--- config.mk ---
export PLATFORM = sky130hd
export DESIGN_NAME = scmp_ea_seq
export DESIGN_NICKNAME = d
export VERILOG_FILES = /design/src/rtl/scmp_microcode_pak.sv /design/src/rtl/scmp_ea_seq.sv
export SDC_FILE = /design/constraint.sdc
export NUM_CORES = 1
export LEC_CHECK = 0
export ABC_CLOCK_PERIOD_IN_PS = 2500
export CAP_MARGIN = 20
export CORE_ASPECT_RATIO = 1.5
export CORE_MARGIN = 2
export CORE_UTILIZATION = 48
export CTS_BUF_LIST = sky130_fd_sc_hd__clkbuf_2 sky130_fd_sc_hd__clkbuf_4 sky130_fd_sc_hd__clkbuf_8
export DETAILED_ROUTE_END_ITERATION = 16
export GPL_TIMING_DRIVEN = 0
export PLACE_DENSITY = 0.9
export SLEW_MARGIN = 20
export SYNTH_ARGS = -nofsm -noshare
export SYNTH_HDL_FRONTEND = slang
export SYNTH_SLANG_ARGS = --single-unit
--- constraint.sdc ---
create_clock -name clk -period 2.5 [get_ports clk]
set_input_delay 0.625 -clock clk [delete_from_list [all_inputs] [get_ports clk]]
set_output_delay 0.625 -clock clk [all_outputs]
set_load 0.01 [all_outputs]
--- src/rtl/scmp_microcode_pak.sv ---
// Shared microcode definitions for the SC/MP datapath.
// Holds the ALU operation codes plus the effective-address sequencer's
// mode/state enums and the displacement value that selects the E register.
package scmp_microcode_pak;

    // ALU operation codes; NUL must stay at zero so an idle requester drives all-zero.
    typedef enum logic [3:0] {
        ALU_OP_NUL = 4'd0,
        ALU_OP_ADD = 4'd1,
        ALU_OP_AND = 4'd2,
        ALU_OP_OR  = 4'd3,
        ALU_OP_XOR = 4'd4,
        ALU_OP_SR  = 4'd5,
        ALU_OP_RR  = 4'd6
    } ALU_OP_t;

    // Indexed addressing leaves the pointer alone; auto-indexed writes it back.
    typedef enum logic {
        EA_MODE_IDX  = 1'b0,
        EA_MODE_AUTO = 1'b1
    } EA_MODE_t;

    // Effective-address sequencer states: low byte add, high byte add, result pulse.
    typedef enum logic [1:0] {
        IDLE = 2'd0,
        LO   = 2'd1,
        HI   = 2'd2,
        DONE = 2'd3
    } EA_STATE_t;

    // A displacement of -128 means "use the E register as the displacement".
    localparam logic [7:0] EA_DISP_USE_E = 8'h80;

endpackage

--- src/rtl/scmp_ea_seq.sv ---
// SC/MP effective-address sequencer.
// Borrows the shared 8-bit ALU for two cycles to form ptr + signed displacement
// with 4K page wrap, substituting E for a displacement of 0x80.
// Optional feature: define SCMP_EA_AUTOIDX_EN to enable auto-indexed
// (pre-decrement / post-increment) pointer write-back; without it every
// request is treated as plain indexed and the write-back outputs are tied to 0.
module scmp_ea_seq
    import scmp_microcode_pak::*;
(
    input  logic        clk,
    input  logic        rst_n,
    input  logic        req_valid_i,
    output logic        req_ready_o,
    input  EA_MODE_t    mode_i,
    input  logic [15:0] ptr_i,
    input  logic [7:0]  disp_i,
    input  logic [7:0]  e_i,
    output ALU_OP_t     alu_op_o,
    output logic [7:0]  alu_a_o,
    output logic [7:0]  alu_b_o,
    output logic        alu_cy_o,
    output logic        alu_hcy_sup_o,
    input  logic [7:0]  alu_res_i,
    input  logic        alu_cy_i,
    output logic        done_o,
    output logic [15:0] ea_o,
    output logic [15:0] ptr_wb_o,
    output logic        ptr_wb_en_o
);

    EA_STATE_t   state_q;
    EA_STATE_t   state_d;
    logic [15:0] ptr_q;
    logic [7:0]  disp_q;
    logic [7:0]  lo_q;
    logic        c_q;
    logic [15:0] ea_q;
    logic [15:0] sum;

    // The page nibble is carried straight through so the address wraps within 4K.
    assign sum = {ptr_q[15:12], alu_res_i[3:0], lo_q};

`ifdef SCMP_EA_AUTOIDX_EN
    EA_MODE_t    mode_q;
    logic [15:0] wb_q;
`else
    logic        unused_mode;
    assign unused_mode = ^mode_i;
`endif

    // State register.
    always_ff @(posedge clk or negedge rst_n) begin
        if (!rst_n) begin
            state_q <= IDLE;
        end else begin
            state_q <= state_d;
        end
    end

    // Next-state logic: a fixed four-cycle walk once a request is taken.
    always_comb begin
        state_d = state_q;
        case (state_q)
            IDLE:    if (req_valid_i) state_d = LO;
            LO:      state_d = HI;
            HI:      state_d = DONE;
            DONE:    state_d = IDLE;
            default: state_d = IDLE;
        endcase
    end

    // Output logic: drive the ALU operands for the current byte and the handshake.
    always_comb begin
        req_ready_o   = 1'b0;
        done_o        = 1'b0;
        alu_op_o      = ALU_OP_NUL;
        alu_a_o       = 8'h00;
        alu_b_o       = 8'h00;
        alu_cy_o      = 1'b0;
        alu_hcy_sup_o = 1'b0;
        case (state_q)
            IDLE: begin
                req_ready_o = 1'b1;
            end
            LO: begin
                alu_op_o = ALU_OP_ADD;
                alu_a_o  = ptr_q[7:0];
                alu_b_o  = disp_q;
            end
            HI: begin
                alu_op_o = ALU_OP_ADD;
                alu_a_o  = ptr_q[15:8];
                alu_b_o  = {8{disp_q[7]}};
                alu_cy_o = c_q;
            end
            DONE: begin
                done_o = 1'b1;
            end
            default: begin
                req_ready_o = 1'b0;
            end
        endcase
    end

    // Request capture, with E substituted for the 0x80 displacement (no recursion).
    always_ff @(posedge clk or negedge rst_n) begin
        if (!rst_n) begin
            ptr_q  <= 16'h0000;
            disp_q <= 8'h00;
        end else if (state_q == IDLE && req_valid_i) begin
            ptr_q  <= ptr_i;
            disp_q <= (disp_i == EA_DISP_USE_E) ? e_i : disp_i;
        end
    end

`ifdef SCMP_EA_AUTOIDX_EN
    // Mode is only kept when auto-indexing exists.
    always_ff @(posedge clk or negedge rst_n) begin
        if (!rst_n) begin
            mode_q <= EA_MODE_IDX;
        end else if (state_q == IDLE && req_valid_i) begin
            mode_q <= mode_i;
        end
    end
`endif

    // Low byte result and carry into the high byte.
    always_ff @(posedge clk or negedge rst_n) begin
        if (!rst_n) begin
            lo_q <= 8'h00;
            c_q  <= 1'b0;
        end else if (state_q == LO) begin
            lo_q <= alu_res_i;
            c_q  <= alu_cy_i;
        end
    end

    // Result registers load at the end of HI and hold until the next completion.
    always_ff @(posedge clk or negedge rst_n) begin
        if (!rst_n) begin
            ea_q <= 16'h0000;
`ifdef SCMP_EA_AUTOIDX_EN
            wb_q <= 16'h0000;
`endif
        end else if (state_q == HI) begin
`ifdef SCMP_EA_AUTOIDX_EN
            wb_q <= sum;
            if (mode_q == EA_MODE_AUTO && !disp_q[7]) begin
                ea_q <= ptr_q;
            end else begin
                ea_q <= sum;
            end
`else
            ea_q <= sum;
`endif
        end
    end

    assign ea_o = ea_q;

`ifdef SCMP_EA_AUTOIDX_EN
    assign ptr_wb_o    = wb_q;
    assign ptr_wb_en_o = (state_q == DONE) && (mode_q == EA_MODE_AUTO);
`else
    assign ptr_wb_o    = 16'h0000;
    assign ptr_wb_en_o = 1'b0;
`endif

endmodule

**After elaboration in Yosys (flattened, before gate mapping)**

Cells that the tools add are included.

- Flip-flop bits (word level): 51
- Latch bits: 0
- RAM bits: 0
- ROM bits: 0
- Output and inout port bits: 57
- Memories: 0

- $add $sub $neg: 0
- Multipliers: 0
- Div/mod/pow operators: 0
- $lt $le $gt $ge: 0
- Equal/unequal tests: 5
- Shifts and indexed selects: 0
- Mux-type cells: 9
- Bitwise operators: 0
- Reductions and logical operators: 3

Operators with widths:

| cell | number |
|---|---|
| $pmux W8 S2 | 2 |
| $eq A8 B8 Y1 const B | 1 |
| $mux W8 | 1 |
| $pmux W2 S4 | 1 |
| $eq A2 B2 Y1 const B | 2 |
| $mux W1 | 4 |
| $eq A2 B1 Y1 const B | 1 |
| $logic_not A2 Y1 | 1 |
| $mux W2 | 1 |
| $ne A2 B2 Y1 const B | 1 |
| $reduce_or A2 Y1 | 1 |
| $logic_and A1 B1 Y1 | 1 |

**Logic depth before layout (Yosys ltp)**

Gate-level depths: netlist (run 1).

- Word-level depth: 3
- Depth in mapped cells: 6

**Worst setup path after synthesis (run 1)**

No wires, ideal clock.

- Path kind: register -> output
- Start: register state_q[1]
- End: output port alu_b_o[0]
- Data arrival time: 1.293 ns
- Required time: 1.875 ns
- Slack: 0.582 ns
- Cell stages (with the launch flop): 7
- Buffers on the path: 2
- Cells stage by stage: dfrtp_1 inv_1 ha_1 buf_2 buf_2 nand2_1 a21boi_0

- Longest elaborated chain between the ends: 2

RTL lines:

| element | RTL line | text |
|---|---|---|
| from (decl) | scmp_ea_seq.sv:31 | `EA_STATE_t state_q;` |
| from (signal assigned) | scmp_ea_seq.sv:56 | `state_q <= state_d;` |
| $eq A2 B2 Y1 or $eq A2 B1 Y1 (tied branches) | scmp_ea_seq.sv:81 | `case (state_q)` |
| $pmux W8 S2 (*) | scmp_ea_seq.sv:81 |  |
| to (decl) | scmp_ea_seq.sv:20 | `output logic [7:0] alu_b_o,` |

Every way passes the cells marked *; elsewhere a longest branch is shown, timed or not.

**Worst setup path after layout (run 1)**

- Start: register state_q[1]
- End: output port alu_a_o[5]

- Longest elaborated chain between the ends: 2

RTL lines:

| element | RTL line | text |
|---|---|---|
| $eq A2 B2 Y1 or $eq A2 B1 Y1 (tied branches) | scmp_ea_seq.sv:81 |  |
| $pmux W8 S2 (*) | scmp_ea_seq.sv:81 |  |
| to (decl) | scmp_ea_seq.sv:19 | `output logic [7:0] alu_a_o,` |

Marks and branches as above.

==> results.env, run 1 <==
STATUS='completed'
WORST_R2R_PATH_DEPTH=5
POST_DRT_WL_PER_CELL_UM=13.55
DPL_CELL_AREA_UM2=3472
MAX_CAP_VIOLATIONS=0
FLOORPLAN.INITIALDENSITY=0.4929
NUMBER_OF_DETAILED_ROUTING_ITERATIONS_RUN_BEFORE_ANTENNA_REPAIR=4
DP_HPWL_UM=4356
FIN_NETS=400
DOMINANTREGCELLSYNTH='dfrtp_1'
POST_DETAILED_ROUTE_VIA_TO_CELL_RATIO=4.742
FINAL.MIN_CLOCK_PERIOD_NS=2.416
SYNTH_EDF_COUNT=0
GROUTE.LAYER.MET3.USAGE=0.03888
GLOBAL_ROUTE.USAGE.MET2=0.3918
NUMPLACEDINSTANCES=408
GROWTH_OF_DESIGN_AREA_FROM_SYNTHESIS_TO_FINISH_PCT=44.98
YOSYS_WARNINGS=0
DIE-WIDTH_UM=63
SETUP_REPAIR_AFTER_GLOBAL_ROUTING_MISSED_ITS_MARGIN='true'
GRT_OVERFLOW_TOTAL=0
GRT_PASS1_VIAS=1977
TIMING.CRITICAL_PATH.FANOUT_MAX=10
WORST_SKEW_LATE_LATENCY_NS=0.30
FIRST_PASS_GRT_WIRE_LENGTH_UM=9459
HOLD_WS_NS=0.2718
NETLIST_INSTANCES=240
FINISH.INSTANCE_AREA_UM2=3633
SYNTH_COMMONEST_CELLS='nand2_1, dfrtp_1, mux2_2'
ANTENNA_FOUND_INITIAL=0
CLK_TRANSITION_REPORTED_PATHS_NS=0.09
SYNTH.CELL_AREA_UM2=2506
CRITICAL_PATH.STARTPOINT_TYPE='flip-flop'
FINAL-SEQ-AREA_UM2=1276
CTS_ROOT_BUFFER='clkbuf_8'
STD_CELL_ROWS=32
NUMCTSBUFFERS=5
POST_SYNTH_NUM_CELL_TYPES=27
PLACE_CONGESTION=0.8246
CRITICAL_PATH_BUF_INV_COUNT=3
DRT_DRC_VIOLATIONS_LEFT=0
GR-USAGE-MET1=0.2236
DIODES=0
GR-USAGE-ALL-LAYERS=0.2076
FIN_WORST_SKEW_NS=0.006574
FINALWIRELENGTH_UM=5676
WORST-ENDPOINT-REQUIRED_NS=1.88
MULTIINPUTGATEAREA_UM2=1106
TOP_USAGE_LAYER='met2'
SYNTH_SEQ_CELLS=51
CLOCK_PATH_BUFFERS=2
WORST_PATH_MAX_DELAY_CELL='dfrtp_1'
POSTSYNTH.ASYNCRESETSHARE=1.000
R2R_START='state_q[1]$_DFFE_PN0P_'
TOTAL_LEAKAGE_POWER_nW=1.701
POST-LAYOUT-TOTAL-POWER_mW=4.253
BUFFER_PORTS.INSERTED=79
FINALSETUPTNS_NS=0
LAYOUT-DRIVE-GT1-SHARE=0.2564
CELLS_TRAVERSED_ALONG_THE_WORST_TIMING_PATH='buf_4 -> ha_1 -> buf_4 -> a22oi_1 -> nor2b_1 -> dlygate4sd2_1'
CPPEAKSTAGEDELAY_NS=0.42
SYN_AREA_PER_CELL_UM2=10.44
WORST-ENDPOINT-ARRIVAL_NS=1.79
YOSYSSEQAREASHARE=0.5092
PATH_CLASS='flip-flop to output pin'
COREAREA_UM2=5085
FINALHOLDVIOLCOUNT=0
TIMING.RR.END='lo_q[2]$_DFFE_PN0N_'
R2R_SETUP_SLACK_NS=1.04
SYNTH.AREA.TOP_CELLS='dfrtp_1, mux2_2, nand2_1'
SYNTH_AREA_LEADER_CELL='dfrtp_1'
SETUP_VIOL=0
CLOCK_SINK_COUNT=51
FINAL_CELL_COUNT_NO_FILL=419
POST-SYNTH-TOP-AREA-FRACTION=0.5092
ROUTED-VIA-COUNT=1987
FINAL_ANTENNA_NET_COUNT=0
CTS_HTREE_LEVELS=2
DIE_H_UM=92.50
POWER_PER_CELL_AREA_nW_PER_UM2=1171
TIMING.FINAL.MAX_SLEW_VIOLATIONS=0
DRTITER0DRC=55
TIMING.CRITICAL_PATH.TO_TYPE='output pin'
CPMOSTUSEDCELL='buf_4'
PIN_COUNT_OF_THE_BIGGEST_NET_ENTERING_GLOBAL_ROUTING=33
PATH_DELAY_FAMILY='buffers and inverters'
DESIGN.DIE.AREA_UM2=5827
FIN_CRIT_SH=0.9664
HOLD_CRIT_PATH_TYPE='primary input to async pin'
POST-SYNTH-TOP-COUNT-CELL='nand2_1'
IRDROPWORSTVDD_V=0.0005011
FILLCELLCOUNT=397
BOUNDARYPINS=102
CLOCK.FMAX_GHz=0.4139
CTS_TREE='yes'
==> state kept, by name, indices dropped and copies added, names as in the netlist <==
register	count
ea_o	16
ptr_q	16
disp_q	8
lo_q	8
state_q	2
c_q	1
==> logic make-up (layout without fill, tap and decap cells) <==
group,after synthesis,count (layout),share of synthesized area
compound gates,32,32,0.08787
fa+ha+maj,5,5,0.02496
buf+inv,37,128,0.09336
flops,51,51,0.5092
mux,25,25,0.1123
other cells,1,21,0.001496
simple gates,89,89,0.1707
==> layout make-up <==
class	count	share of cell area
buffer	33	0.07163
clock buffer	5	0.01894
clock inverter	3	0.01274
inverter	4	0.004132
multi-input combinational	172	0.3044
sequential	51	0.3512
tap	68	0.02342
timing repair buffer	83	0.2135
==> metrics by stage <==
stage / utilization / setup WS (ns)
2_1_floorplan: - / 0.5825
3_3_place_gp: 0.6799 / -0.5707
3_5_place_dp: 0.6828 / -0.1878
4_1_cts: 0.7163 / 0.007027
5_1_grt: 0.7146 / -0.008854
6_report: 0.7146 / 0.08404
==> cells in the final DEF (no fill, tap or decap), types with 6 or more instances in the layout <==
master,n
clkdlybuf4s50_1,61
nor2_1,12
mux2_2,25
conb_1,21
buf_4,27
clkbuf_2,9
a21oi_1,9
nor2b_1,9
dlygate4sd2_1,6
nand2_1,56
a21boi_0,6
dfrtp_1,51
==> worst reg2reg max path: cells and delay by family (launching register included) <==
kind       cells  cell delay (ns)
fa+ha+maj      1             0.14
flops          1             0.42
mux            1             0.35
buf+inv        3             0.44
==> metal layers <==
metal	wire, um	share of wire	up-vias
li1	-	-	979
met1	2109	0.37	928
met3	323	0.057	8
met5	0	0	-
met4	125	0.022	0
met2	3118	0.55	72
==> report_power, final <==
group	switching, mW	internal [mW]
logic	0.992	1.22
clock network	0.278	0.302
registers	0.228	1.24
total	1.50	2.76
==> worst max-delay path by stage <==
| stage | from | endpoint | depth (start not counted) |
|---|---|---|---|
| final | state_q[1]$_DFFE_PN0P_ | alu_a_o[5] | 6 |
| after global routing | state_q[1]$_DFFE_PN0P_ | alu_b_o[5] | 7 |
| after CTS | state_q[0]$_DFFE_PN0P_ | alu_a_o[6] | 7 |
| after detailed placement | state_q[0]$_DFFE_PN0P_ | alu_a_o[4] | 5 |
| after global placement | rst_n | ptr_q[1]$_DFFE_PN0P_ | 1 |
| after floorplan | state_q[1]$_DFFE_PN0P_ | alu_b_o[0] | 6 |
==> timing repair <==
| item | CTS | global route |
|---|---|---|
| setup buffers | 3 | 0 |
| hold buffers | 0 | 0 |
| gates resized for setup | 35 | 30 |
| setup endpoints to repair | 18 | 13 |
Power figures use the tool's default switching activity.
==> inputs of run 2 (changes only) <==
--- a/config.mk
+++ b/config.mk
@@ -14,6 +14,7 @@
 export DETAILED_ROUTE_END_ITERATION = 16
 export GPL_TIMING_DRIVEN = 0
 export PLACE_DENSITY = 0.9
+export SKIP_CTS_REPAIR_TIMING = 1
 export SLEW_MARGIN = 20
 export SYNTH_ARGS = -nofsm -noshare
 export SYNTH_HDL_FRONTEND = slang
==> run 2 against run 1 <==
Effect of this change: clock skew is 0.0010 ns higher; flip-flop and latch count unchanged; setup slack improved by 0.055 ns; combinational power about the same; final cell count decreased by 0.24%; count of clock-buffer cells in the layout stayed put; critical path depth decreased by 2; largest power group unchanged.
==> results.env, run 2 (synthesized netlist as in run 1, its figures left out) <==
STATUS='completed'
TIMING.CRITICAL_PATH.TO_TYPE='output pin'
FINAL_ANTENNA_NET_COUNT=0  # unchanged
FINALWIRELENGTH_UM=5602  # -1.3%
CLOCK_PATH_BUFFERS=2  # unchanged
GRT_PASS1_VIAS=1966  # -0.56%
DP_HPWL_UM=4356  # unchanged
GRT_OVERFLOW_TOTAL=0  # unchanged
POST_DRT_WL_PER_CELL_UM=13.40  # -1.1%
SETUP_VIOL=0  # unchanged
SETUP_REPAIR_AFTER_GLOBAL_ROUTING_MISSED_ITS_MARGIN='false'
POST_DETAILED_ROUTE_VIA_TO_CELL_RATIO=4.766  # +0.49%
NUMBER_OF_DETAILED_ROUTING_ITERATIONS_RUN_BEFORE_ANTENNA_REPAIR=4  # unchanged
TIMING.CRITICAL_PATH.FANOUT_MAX=9  # -1
TOTAL_LEAKAGE_POWER_nW=1.913  # +13%
CRITICAL_PATH.STARTPOINT_TYPE='flip-flop'
TIMING.FINAL.MAX_SLEW_VIOLATIONS=0  # unchanged
FIN_NETS=399  # -0.25%
DIE_H_UM=92.50  # unchanged
WORST-ENDPOINT-REQUIRED_NS=1.88  # about the same
CTS_TREE='yes'
FIRST_PASS_GRT_WIRE_LENGTH_UM=9356  # -1.1%
COREAREA_UM2=5085  # unchanged
DESIGN.DIE.AREA_UM2=5827  # unchanged
DRT_DRC_VIOLATIONS_LEFT=0  # unchanged
PIN_COUNT_OF_THE_BIGGEST_NET_ENTERING_GLOBAL_ROUTING=33  # unchanged
WORST_SKEW_LATE_LATENCY_NS=0.30  # about the same
DRTITER0DRC=57  # +3.6%
IRDROPWORSTVDD_V=0.0005094  # +1.7%
ROUTED-VIA-COUNT=1992  # +0.25%
CLOCK_SINK_COUNT=51  # unchanged
PLACE_CONGESTION=0.8246  # unchanged
HOLD_CRIT_PATH_TYPE='primary input to async pin'
CTS_ROOT_BUFFER='clkbuf_8'
BOUNDARYPINS=102  # unchanged
FIN_CRIT_SH=0.9443  # -0.02207
MULTIINPUTGATEAREA_UM2=1086  # -1.8%
WORST-ENDPOINT-ARRIVAL_NS=1.74  # -0.05 ns
GR-USAGE-ALL-LAYERS=0.2054  # -0.002247
PATH_CLASS='flip-flop to output pin'
BUFFER_PORTS.INSERTED=79  # unchanged
POWER_PER_CELL_AREA_nW_PER_UM2=1154  # -1.4%
GROWTH_OF_DESIGN_AREA_FROM_SYNTHESIS_TO_FINISH_PCT=47.08
FINAL-SEQ-AREA_UM2=1276  # unchanged
DIE-WIDTH_UM=63  # unchanged
CLK_TRANSITION_REPORTED_PATHS_NS=0.10  # about the same
CLOCK.FMAX_GHz=0.4236  # +2.3%
FINAL.MIN_CLOCK_PERIOD_NS=2.361  # -0.05517 ns
FLOORPLAN.INITIALDENSITY=0.4929  # unchanged
ANTENNA_FOUND_INITIAL=0  # unchanged
CTS_HTREE_LEVELS=2  # unchanged
MAX_CAP_VIOLATIONS=0  # unchanged
NUMCTSBUFFERS=5  # unchanged
LAYOUT_COMMONEST_CELL='clkdlybuf4s50_1'
MOSTFREQUENTLAYOUTCELLS='clkdlybuf4s50_1, nand2_1, dfrtp_1'
FINALHOLDVIOLCOUNT=0  # unchanged
LAYOUT-DRIVE-GT1-SHARE=0.2229  # -0.03355
STD_CELL_ROWS=32  # unchanged
POST-LAYOUT-TOTAL-POWER_mW=4.253  # about the same
FINALSETUPTNS_NS=0  # unchanged
FILLCELLCOUNT=381  # -4.0%
FIN_WORST_SKEW_NS=0.007588  # +0.001014 ns
DIODES=0  # unchanged
## run 2: changes by cell type in the layout (fill, tap and decap cells not counted), moves of 2 or more
cell / delta
clkdlybuf4s15_1: -2
dlygate4sd2_1: -6
a22oi_2: -4
dlymetal6s2s_1: +15
buf_4: -3
clkbuf_2: -7
a22oi_1: +4
buf_6: +2
## run 2: area by class of cell
cell class / count / share of cell area
multi-input cells: 172 / 0.2946
well taps: 68 / 0.02308
plain buffers: 33 / 0.07060
flip-flops and latches: 51 / 0.3462
inverters: 4 / 0.004073
clock inverters: 3 / 0.01256
clock buffers: 5 / 0.01867
repair buffers: 82 / 0.2301
## run 2: stage by stage
| stage | instance area [um2] | hold slack, ns | cells | utilization | worst slack (ns) |
|---|---|---|---|---|---|
| 6_report | 3686 | 0.2703 | 418 | 0.7249 | 0.1392 |
| 5_1_grt | 3686 | 0.2905 | 418 | 0.7249 | 0.006843 |
| 4_1_cts | 3587 | 0.2811 | 416 | 0.7055 | -0.5210 |
| 3_5_place_dp | 3472 | 0.4627 | 408 | 0.6828 | -0.1878 |
| 3_3_place_gp | 3457 | 0.4580 | 407 | 0.6799 | -0.5707 |
| 2_1_floorplan | 2581 | 0.3294 | 260 | - | 0.5825 |
## run 2: per-layer routing
metal / global-route usage / share of wire
met5: 0 / 0
met4: 0.07778 / 0.023
met3: 0.04131 / 0.059
met2: 0.3918 / 0.55
met1: 0.2174 / 0.36
## run 2: path summary, 6_finish.rpt
check                                       start                     end  slack [ns]  cells after the start
max reg2reg                state_q[1]$_DFFE_PN0P_     lo_q[2]$_DFFE_PN0N_        1.00                      5
max in group asynchronous                   rst_n  state_q[0]$_DFFE_PN0P_        1.71                      2
max                        state_q[0]$_DFFE_PN0P_             alu_op_o[0]        0.14                      4
min in group clk             ptr_q[2]$_DFFE_PN0P_    ptr_q[2]$_DFFE_PN0P_        0.48                      2
min reg2reg                  ptr_q[2]$_DFFE_PN0P_    ptr_q[2]$_DFFE_PN0P_        0.48                      2
min                                         rst_n   disp_q[1]$_DFFE_PN0P_        0.27                      1
## run 2: power breakdown
group	switching [mW]	leakage (nW)	total (mW)	internal, mW
sequential	0.226	0.610	1.46	1.24
combinational	0.962	1.25	2.21	1.25
clock	0.276	0.0548	0.578	0.301
## run 2: critical path, stage by stage (launching register included)
cell and delay, ns:
dfrtp_1 0.42, inv_2 0.09, ha_4 0.31, buf_4 0.11
clkdlybuf4s50_1 0.52
